===== src/rtl/lfsr_crc_pkg.sv =====
// lfsr_crc_pkg: shared constants for the parallel LFSR/CRC blocks.
//   - LFSR topology names accepted by LFSR_CONFIG
//   - implementation style names accepted by STYLE
//   - standard CRC-32 (IEEE 802.3) polynomial and initial value
package lfsr_crc_pkg;

  localparam string CFG_GALOIS      = "GALOIS";
  localparam string CFG_FIBONACCI   = "FIBONACCI";

  localparam string STYLE_LOOP      = "LOOP";
  localparam string STYLE_REDUCTION = "REDUCTION";
  localparam string STYLE_AUTO      = "AUTO";

  localparam int          CRC32_WIDTH = 32;
  localparam logic [31:0] CRC32_POLY  = 32'h04c11db7;
  localparam logic [31:0] CRC32_INIT  = 32'hffffffff;

endpackage


===== src/rtl/lfsr.sv =====
// lfsr: purely combinational parallel LFSR step. Advances the state by
// DATA_WIDTH serial steps in one evaluation.
// Ports:
//   data_in   [DATA_WIDTH-1:0]  data bits to feed
//   state_in  [LFSR_WIDTH-1:0]  current LFSR state
//   data_out  [DATA_WIDTH-1:0]  per-step feedback bit (scrambler output)
//   state_out [LFSR_WIDTH-1:0]  state after DATA_WIDTH steps
module lfsr
  import lfsr_crc_pkg::*;
#(
  parameter int                    LFSR_WIDTH        = 31,
  parameter logic [LFSR_WIDTH-1:0] LFSR_POLY         = 31'h10000001,
  parameter string                 LFSR_CONFIG       = CFG_FIBONACCI,
  parameter bit                    LFSR_FEED_FORWARD = 1'b0,
  parameter bit                    REVERSE           = 1'b0,
  parameter int                    DATA_WIDTH        = 8,
  parameter string                 STYLE             = STYLE_AUTO
) (
  input  logic [DATA_WIDTH-1:0] data_in,
  input  logic [LFSR_WIDTH-1:0] state_in,
  output logic [DATA_WIDTH-1:0] data_out,
  output logic [LFSR_WIDTH-1:0] state_out
);

  localparam int W = LFSR_WIDTH;
  localparam int D = DATA_WIDTH;
  localparam int N = LFSR_WIDTH + DATA_WIDTH;

  localparam bit IS_GALOIS     = (LFSR_CONFIG == CFG_GALOIS);
  localparam bit USE_LOOP      = (STYLE == STYLE_LOOP);
  localparam bit USE_REDUCTION = (STYLE == STYLE_REDUCTION) || (STYLE == STYLE_AUTO);

  // Symbolic simulation of the serial LFSR: every bit is tracked as an XOR
  // mask over the input vector {data_in, state_in}. Returns the mask for
  // output o (o < W selects state_out[o], otherwise data_out[o-W]).
  function automatic logic [N-1:0] calc_mask(input int o);
    logic [W-1:0][N-1:0] st;
    logic [D-1:0][N-1:0] dout;
    logic [N-1:0]        dm;
    logic [N-1:0]        fb;
    logic [N-1:0]        fbs;
    logic [N-1:0]        res;
    int                  idx;
    dout = '0;
    // In reflected mode the internal state is the bit-reversed input state.
    for (int i = 0; i < W; i++) begin
      st[i] = '0;
      st[i][REVERSE ? (W - 1 - i) : i] = 1'b1;
    end
    for (int k = 0; k < D; k++) begin
      idx = REVERSE ? k : (D - 1 - k);
      dm = '0;
      dm[W + idx] = 1'b1;
      if (IS_GALOIS) begin
        fb  = st[W-1] ^ dm;
        fbs = LFSR_FEED_FORWARD ? dm : fb;
        for (int i = W - 1; i > 0; i--) begin
          st[i] = st[i-1] ^ (LFSR_POLY[i] ? fbs : '0);
        end
        st[0] = LFSR_POLY[0] ? fbs : '0;
      end else begin
        fb = dm;
        for (int i = 0; i < W; i++) begin
          if (LFSR_POLY[i]) fb = fb ^ st[i];
        end
        for (int i = W - 1; i > 0; i--) begin
          st[i] = st[i-1];
        end
        st[0] = LFSR_FEED_FORWARD ? dm : fb;
      end
      dout[idx] = fb;
    end
    if (o < W) res = st[REVERSE ? (W - 1 - o) : o];
    else       res = dout[o - W];
    return res;
  endfunction

  genvar gi;

  generate
    if (USE_LOOP && !USE_REDUCTION) begin : g_loop
      logic [W-1:0] loop_s;
      logic [D-1:0] loop_dout;
      logic         loop_fb;
      logic         loop_fbs;
      logic         loop_d;

      always_comb begin
        loop_s    = '0;
        loop_dout = '0;
        loop_fb   = 1'b0;
        loop_fbs  = 1'b0;
        loop_d    = 1'b0;
        for (int i = 0; i < W; i++) begin
          loop_s[i] = REVERSE ? state_in[W-1-i] : state_in[i];
        end
        for (int k = 0; k < D; k++) begin
          loop_d = REVERSE ? data_in[k] : data_in[D-1-k];
          if (IS_GALOIS) begin
            loop_fb  = loop_s[W-1] ^ loop_d;
            loop_fbs = LFSR_FEED_FORWARD ? loop_d : loop_fb;
            loop_s   = (loop_s << 1) ^ (loop_fbs ? LFSR_POLY : '0);
          end else begin
            loop_fb  = (^(loop_s & LFSR_POLY)) ^ loop_d;
            loop_fbs = LFSR_FEED_FORWARD ? loop_d : loop_fb;
            loop_s   = {loop_s[W-2:0], loop_fbs};
          end
          if (REVERSE) loop_dout[k] = loop_fb;
          else         loop_dout[D-1-k] = loop_fb;
        end
        for (int i = 0; i < W; i++) begin
          state_out[i] = REVERSE ? loop_s[W-1-i] : loop_s[i];
        end
        data_out = loop_dout;
      end
    end else begin : g_reduction
      logic [N-1:0] in_vec;
      assign in_vec = {data_in, state_in};

      for (gi = 0; gi < W; gi++) begin : g_state
        localparam logic [N-1:0] MASK = calc_mask(gi);
        assign state_out[gi] = ^(in_vec & MASK);
      end

      for (gi = 0; gi < D; gi++) begin : g_data
        localparam logic [N-1:0] MASK = calc_mask(W + gi);
        assign data_out[gi] = ^(in_vec & MASK);
      end
    end
  endgenerate

endmodule


===== src/rtl/lfsr_crc.sv =====
// lfsr_crc: parallel CRC generator. Consumes DATA_WIDTH bits per valid
// beat, keeps the running CRC in state_reg and presents the (optionally
// inverted) result on a registered output.
// Ports:
//   clk           clock, rising edge
//   rst           synchronous active-high reset (clears between frames)
//   data_in       [DATA_WIDTH-1:0] data word
//   data_in_valid advance the CRC by data_in this cycle
//   crc_out       [LFSR_WIDTH-1:0] registered CRC result (0 after reset)
module lfsr_crc
  import lfsr_crc_pkg::*;
#(
  parameter int                    LFSR_WIDTH  = 31,
  parameter logic [LFSR_WIDTH-1:0] LFSR_POLY   = 31'h10000001,
  parameter logic [LFSR_WIDTH-1:0] LFSR_INIT   = '1,
  parameter string                 LFSR_CONFIG = CFG_FIBONACCI,
  parameter bit                    REVERSE     = 1'b0,
  parameter bit                    INVERT      = 1'b1,
  parameter int                    DATA_WIDTH  = 8,
  parameter string                 STYLE       = STYLE_AUTO
) (
  input  logic                  clk,
  input  logic                  rst,
  input  logic [DATA_WIDTH-1:0] data_in,
  input  logic                  data_in_valid,
  output logic [LFSR_WIDTH-1:0] crc_out
);

  logic [LFSR_WIDTH-1:0] state_reg;
  logic [LFSR_WIDTH-1:0] output_reg;
  logic [LFSR_WIDTH-1:0] state_next;
  logic [DATA_WIDTH-1:0] lfsr_data_unused;

  lfsr #(
    .LFSR_WIDTH        (LFSR_WIDTH),
    .LFSR_POLY         (LFSR_POLY),
    .LFSR_CONFIG       (LFSR_CONFIG),
    .LFSR_FEED_FORWARD (1'b0),
    .REVERSE           (REVERSE),
    .DATA_WIDTH        (DATA_WIDTH),
    .STYLE             (STYLE)
  ) u_lfsr (
    .data_in   (data_in),
    .state_in  (state_reg),
    .data_out  (lfsr_data_unused),
    .state_out (state_next)
  );

  // Reset wins over a same-cycle valid beat; that beat is dropped.
  always_ff @(posedge clk) begin
    if (rst) begin
      state_reg  <= LFSR_INIT;
      output_reg <= '0;
    end else if (data_in_valid) begin
      state_reg  <= state_next;
      output_reg <= INVERT ? ~state_next : state_next;
    end
  end

  assign crc_out = output_reg;

endmodule


===== config.mk =====
export PLATFORM = sky130hd
export DESIGN_NAME = lfsr_crc
export DESIGN_NICKNAME = d
export VERILOG_FILES = /design/src/rtl/lfsr_crc_pkg.sv /design/src/rtl/lfsr.sv /design/src/rtl/lfsr_crc.sv
export SDC_FILE = /design/constraint.sdc
export NUM_CORES = 1
export LEC_CHECK = 0
export CAP_MARGIN = 20
export CELL_PAD_IN_SITES_DETAIL_PLACEMENT = 1
export CELL_PAD_IN_SITES_GLOBAL_PLACEMENT = 1
export CORE_MARGIN = 4
export CORE_UTILIZATION = 37
export CTS_CLUSTER_DIAMETER = 80
export DETAILED_ROUTE_END_ITERATION = 10
export MAX_ROUTING_LAYER = met4
export PLACE_DENSITY = 0.81
export SLEW_MARGIN = 25
export SYNTH_ARGS = -nofsm -noshare
export SYNTH_HDL_FRONTEND = slang
export SYNTH_HIERARCHICAL = 1
export SYNTH_SLANG_ARGS = --single-unit

===== constraint.sdc =====
create_clock -name clk -period 2.1 [get_ports clk]
set_input_delay 0.21 -clock clk [delete_from_list [all_inputs] [get_ports clk]]
set_output_delay 0.21 -clock clk [all_outputs]
set_load 0.1 [all_outputs]

==> results of run 1 <==
## metrics by stage
step / util (%) / hold WS, ps / total power [uW]
5_1_grt: 44.6 / 357 / 3720
3_5_place_dp: 41.4 / 446 / 2540
3_3_place_gp: 41.4 / 436 / 2510
4_1_cts: 44.6 / 320 / 3590
2_1_floorplan: - / 309 / 2500
6_report: 44.6 / 333 / 3550
## how the worst max path moves through the flow
stage	endpoint	slack, ps	cells after the start
final	state_reg[0]	180	5
after global routing	state_reg[0]	90	5
after detailed placement	state_reg[0]	10	6
after global placement	state_reg[0]	50	6
after floorplan	state_reg[0]	160	6
after CTS	state_reg[0]	170	5
## power groups by stage
stage	registers [uW]	clock network, uW	logic (uW)
2_1_floorplan	1810	0	691
3_3_place_gp	1380	0	1130
3_5_place_dp	1390	0	1150
4_1_cts	1360	1070	1160
5_1_grt	1370	1140	1210
6_report	1360	1050	1150
## routing by layer
layer  wire, um  part of all wire, %  track usage, %
met2       2300                   47            20.4
met3        207                  4.2            3.92
met4         62                  1.3            5.74
met1       2350                   48            15.9
met5          0                    0               -
## final cells by class
type / count / area (um2)
clock inverter: 4 / 47.5
timing repair buffer: 47 / 395
tap: 77 / 96.3
sequential: 60 / 1200
inverter: 29 / 109
clock buffer: 12 / 155
multi-input combinational: 111 / 890
fill: 723 / 3600
## worst min-delay path: cells and delay by family
family | cells | cell delay, ps
AOI/OAI and AO/OA | 1 | 60
buffers and inverters | 2 | 320
## cells in the final DEF, fill, tap and decap left out, types with 3 or more instances in the layout
cell type,n
a21oi_2,30
buf_4,36
clkbuf_8,11
clkdlybuf4s50_1,8
dfxtp_1,60
inv_1,29
o21a_1,30
o21ai_0,4
o21ai_1,25
xnor2_1,12
xnor3_1,3
==> run summary, run 1 <==
Outcome -> finished clean
WL/cell -> 14.5 um
DRT iter0 DRCs -> 63
Share of layout cells above drive strength 1 -> 32.7%
Worst Path Arrival -> 2120 ps
Clock buffer depth -> 2
Kind of critical path -> reg -> reg
Clock sinks -> 60
Peak supply drop -> 0.439 mV
Part of the power in combinational logic -> 32.3%
1st-pass router iterations -> 4
Die width -> 90.7 um
Worst Hold Class -> in -> reg
Largest net degree at the start of global routing -> 41
RSZ-0062 raised after global routing -> false
Critical path buffers and inverters -> 0
Average size of a mapped cell -> 10.4 um2
Placeable Area -> 0.00649 mm2
CP max stage delay -> 470 ps
Setup crit start -> state_reg[0]
DRC violations left -> 0
Req. time, crit path -> 2310 ps
GRT Util Overall -> 13.2%
Worst Hold End -> crc_out[29]
Post-synthesis cell area -> 0.00253 mm2
Clock power share -> 29.5%
Switching power -> 1280 uW
Min Tclk post-route -> 1920 ps
Clock transition at path regs -> 70 ps
CTS tree -> built
Reg2reg setup slack -> 180 ps
First-pass GRT wire length -> 8310 um
Cell Pwr Density -> 1230 mW/mm2
Clk_lat worst skew -> 330 ps
ANT nets after route -> 0
Setup TNS -> 0 ps
Post-Layout Cell Count -> 340
Port buffer count -> 41
Tightest Pin Transition -> 472 ps
Initial antenna violation count -> 0
Die area -> 0.00822 mm2
CP cell instances -> xor3_2, xnor3_2, xnor3_1, a21oi_2, o21ai_0
# rows -> 29
PnR worst setup slack -> 185 ps
R2r startpoint -> state_reg[0]
Nets -> 269
Synth Net Count -> 255
Internal power -> 2270 uW
Die Y -> 90.7 um
CTS root buffer -> clkbuf_8
Placed cell count -> 324
WL final -> 4920 um
Slowest-stage cell, CP -> xor3_2
R2R depth -> 5
Initial core utilization -> 38.9%
GPL Wtd Cong -> 0.787
P&R area growth vs syn -> 14.4%
# Max-Cap Violations -> 0
Total grt overflow -> 0
Sequential Power Share -> 38.2%
CP endpoint kind -> flop
Slew Limit Fails -> 0
H-tree depth -> 3
R2r endpoint -> state_reg[0]
Sw frac -> 36.2%
Placement Cell Area -> 0.00269 mm2
Via count -> 1,584
Final Hold Fails -> 0
Vias/cell -> 4.66
F_max -> 522 MHz
WHS Path Cells -> 3
Post-route clock period utilization -> 91.2%
Slew Limit Headroom -> 68.5%
Startpoint Class -> flop
TritonCTS Buffers -> 9
Post-CTS resize count -> 0
# diodes -> 0
Clock skew -> 10.2 ps
Post-Syn Instances -> 244
Vias in the first global route -> 1,679
Post-route design area -> 0.00289 mm2
Worst Path Max Fanout -> 3
DP Worst Slack -> 12.5 ps
Largest register FFs -> 31
Num ports -> 42
Post-DP HPWL -> 3540 um
Hold buffer count at CTS -> 0
Family with the most delay on the worst path -> XOR/XNOR gates
Ys Warns -> 6
# setup viols final -> 0
Static leakage -> 0.00135 uW
Min-Delay Startpoint -> rst
Post-CTS Setup Bufs -> 0
Power figures use the tool's default switching activity.
==> inputs of run 2 (changes only) <==
--- a/config.mk
+++ b/config.mk
@@ -10,10 +10,11 @@
 export CELL_PAD_IN_SITES_GLOBAL_PLACEMENT = 1
 export CORE_MARGIN = 4
 export CORE_UTILIZATION = 37
-export CTS_CLUSTER_DIAMETER = 80
+export CTS_CLUSTER_DIAMETER = 40
 export DETAILED_ROUTE_END_ITERATION = 10
 export MAX_ROUTING_LAYER = met4
 export PLACE_DENSITY = 0.81
+export SETUP_SLACK_MARGIN = 0.3
 export SLEW_MARGIN = 25
 export SYNTH_ARGS = -nofsm -noshare
 export SYNTH_HDL_FRONTEND = slang
==> run summary, run 2 (synthesis gave the netlist of run 1 again) <==
Post-DP HPWL -> 3740 um (was 3540 um)
RSZ-0062 raised after global routing -> true (was false)
Total grt overflow -> 0 (unchanged)
Clock sinks -> 60 (unchanged)
# rows -> 29 (unchanged)
Worst Path Arrival -> 2050 ps (was 2120 ps)
Die width -> 90.7 um (unchanged)
Most frequent cells in the layout -> dfxtp_1, buf_4, a21oi_2, o21a_1, inv_1 (unchanged)
Req. time, crit path -> 2380 ps (was 2310 ps)
Outcome -> finished clean (unchanged)
WL/cell -> 15.4 um (was 14.5 um)
Slew Limit Headroom -> 64.6% (was 68.5%)
Port buffer count -> 41 (unchanged)
CP cell instances -> xor3_2, xnor3_2, xnor3_1, a21oi_2, o21a_1 (was xor3_2, xnor3_2, xnor3_1, a21oi_2, o21ai_0)
# Max-Cap Violations -> 0 (unchanged)
# setup viols final -> 0 (unchanged)
Placeable Area -> 0.00649 mm2 (unchanged)
Placed cell count -> 328 (was 324)
First-pass GRT wire length -> 8870 um (was 8310 um)
Via count -> 1,637 (was 1,584)
CTS root buffer -> clkbuf_8 (unchanged)
Clock skew -> 8.42 ps (was 10.2 ps)
Slew Limit Fails -> 0 (unchanged)
DRC violations left -> 0 (unchanged)
Peak supply drop -> 0.366 mV (was 0.439 mV)
Commonest non-fill, non-tap cell in the layout -> dfxtp_1 (unchanged)
Die Y -> 90.7 um (unchanged)
Initial antenna violation count -> 0 (unchanged)
Kind of critical path -> reg -> reg (unchanged)
P&R area growth vs syn -> 17.1% (was 14.4%)
Post-Layout Cell Count -> 347 (was 340)
Tightest Pin Transition -> 531 ps (was 472 ps)
Placement Cell Area -> 0.00271 mm2 (was 0.00269 mm2)
Worst Hold Class -> in -> reg (unchanged)
H-tree depth -> 3 (unchanged)
Cell Pwr Density -> 1230 mW/mm2 (about the same)
Static leakage -> 0.00140 uW (was 0.00135 uW)
ANT nets after route -> 0 (unchanged)
Vias/cell -> 4.72 (was 4.66)
Post-route clock period utilization -> 84.1% (was 91.2%)
TritonCTS Buffers -> 9 (unchanged)
F_max -> 566 MHz (was 522 MHz)
WL final -> 5350 um (was 4920 um)
Family with the most delay on the worst path -> XOR/XNOR gates (unchanged)
CTS tree -> built (unchanged)
GPL Wtd Cong -> 0.748 (was 0.787)
Clock buffer depth -> 2 (unchanged)
CP endpoint kind -> flop (unchanged)
Setup TNS -> 0 ps (unchanged)
Startpoint Class -> flop (unchanged)
1st-pass router iterations -> 4 (unchanged)
Hold buffer count at CTS -> 0 (unchanged)
Vias in the first global route -> 1,754 (was 1,679)
Min Tclk post-route -> 1770 ps (was 1920 ps)
Post-route design area -> 0.00296 mm2 (was 0.00289 mm2)
# diodes -> 0 (unchanged)
Share of layout cells above drive strength 1 -> 35.9% (was 32.7%)
Nets -> 276 (was 269)
Num ports -> 42 (unchanged)
Largest register FFs -> 31 (unchanged)
Slowest-stage cell, CP -> xor3_2 (unchanged)
Clk_lat worst skew -> 340 ps (was 330 ps)
CP max stage delay -> 450 ps (was 470 ps)
Critical path buffers and inverters -> 0 (unchanged)
Die area -> 0.00822 mm2 (unchanged)
GRT Util Overall -> 14.3% (was 13.2%)
DRT iter0 DRCs -> 55 (was 63)
Clock transition at path regs -> 70 ps (about the same)
Final Hold Fails -> 0 (unchanged)
Largest net degree at the start of global routing -> 40 (was 41)
Worst Path Max Fanout -> 6 (was 3)
Initial core utilization -> 38.9% (unchanged)
-- run 2: changes by cell type in the layout (fill, tap and decap cells not counted), moves of 2 or more --
cell,previous run,this run
buf_4,36,44
dfxtp_1,60,58
dfxtp_2,0,2
xnor2_1,12,10
xnor2_2,0,2
-- run 2: metrics by stage --
step           worst slack [ps]  hold slack (ps)  util (%)  power, uW
6_report                    334              338      45.6       3630
3_5_place_dp              -4.86              442      41.7       2510
3_3_place_gp               39.1              435      41.7       2490
2_1_floorplan               321              309         -       2480
5_1_grt                     257              368      45.6       3800
4_1_cts                     309              335      45.5       3650
-- run 2: power breakdown --
group	internal [uW]	switching [uW]	leakage (uW)
clock	646	454	0.000110
sequential	1270	91.0	0.000497
combinational	396	777	0.000789
total	2310	1320	0.00140
-- run 2: path summary, 6_finish.rpt --
kind | slack (ps) | to | from | cells past startpoint
min | 340 | state_reg[15] | data_in_valid | 2
min reg2reg | 450 | crc_out[25] | crc_out[25] | 1
max | 330 | crc_out[0] | state_reg[28] | 5
max reg2reg | 330 | crc_out[0] | state_reg[28] | 5
-- run 2: area by class of cell --
cell class	count	area [um2]
well taps	77	96.3
inverters	29	109
clock buffers	13	169
clock inverters	3	43.8
multi-input cells	111	905
repair buffers	54	435
fillers	727	3530
flip-flops and latches	60	1200
-- run 2: timing repair --
| action | in CTS | in global routing |
|---|---|---|
| gates cloned | 0 | 0 |
| pin swaps | 1 | 3 |
| gates resized for setup | 2 | 3 |
| setup buffers | 3 | 0 |
| setup endpoints to repair | 4 | 6 |
-- run 2: routing by layer --
layer  global-route usage (%)  wire length, um  up-vias
met5                        -                0        -
li1                         -                -      803
met3                     4.67              259       10
met4                     5.48               98        0
met1                     16.8             2420      787
met2                     22.7             2570       37
-- run 2: worst reg2reg max path, cell delays in order (launching register included) --
cell     delay [ps]
dfxtp_2         330
xor3_2          450
xnor3_2         360
xnor3_1         270
a21oi_2         160
o21a_1          140
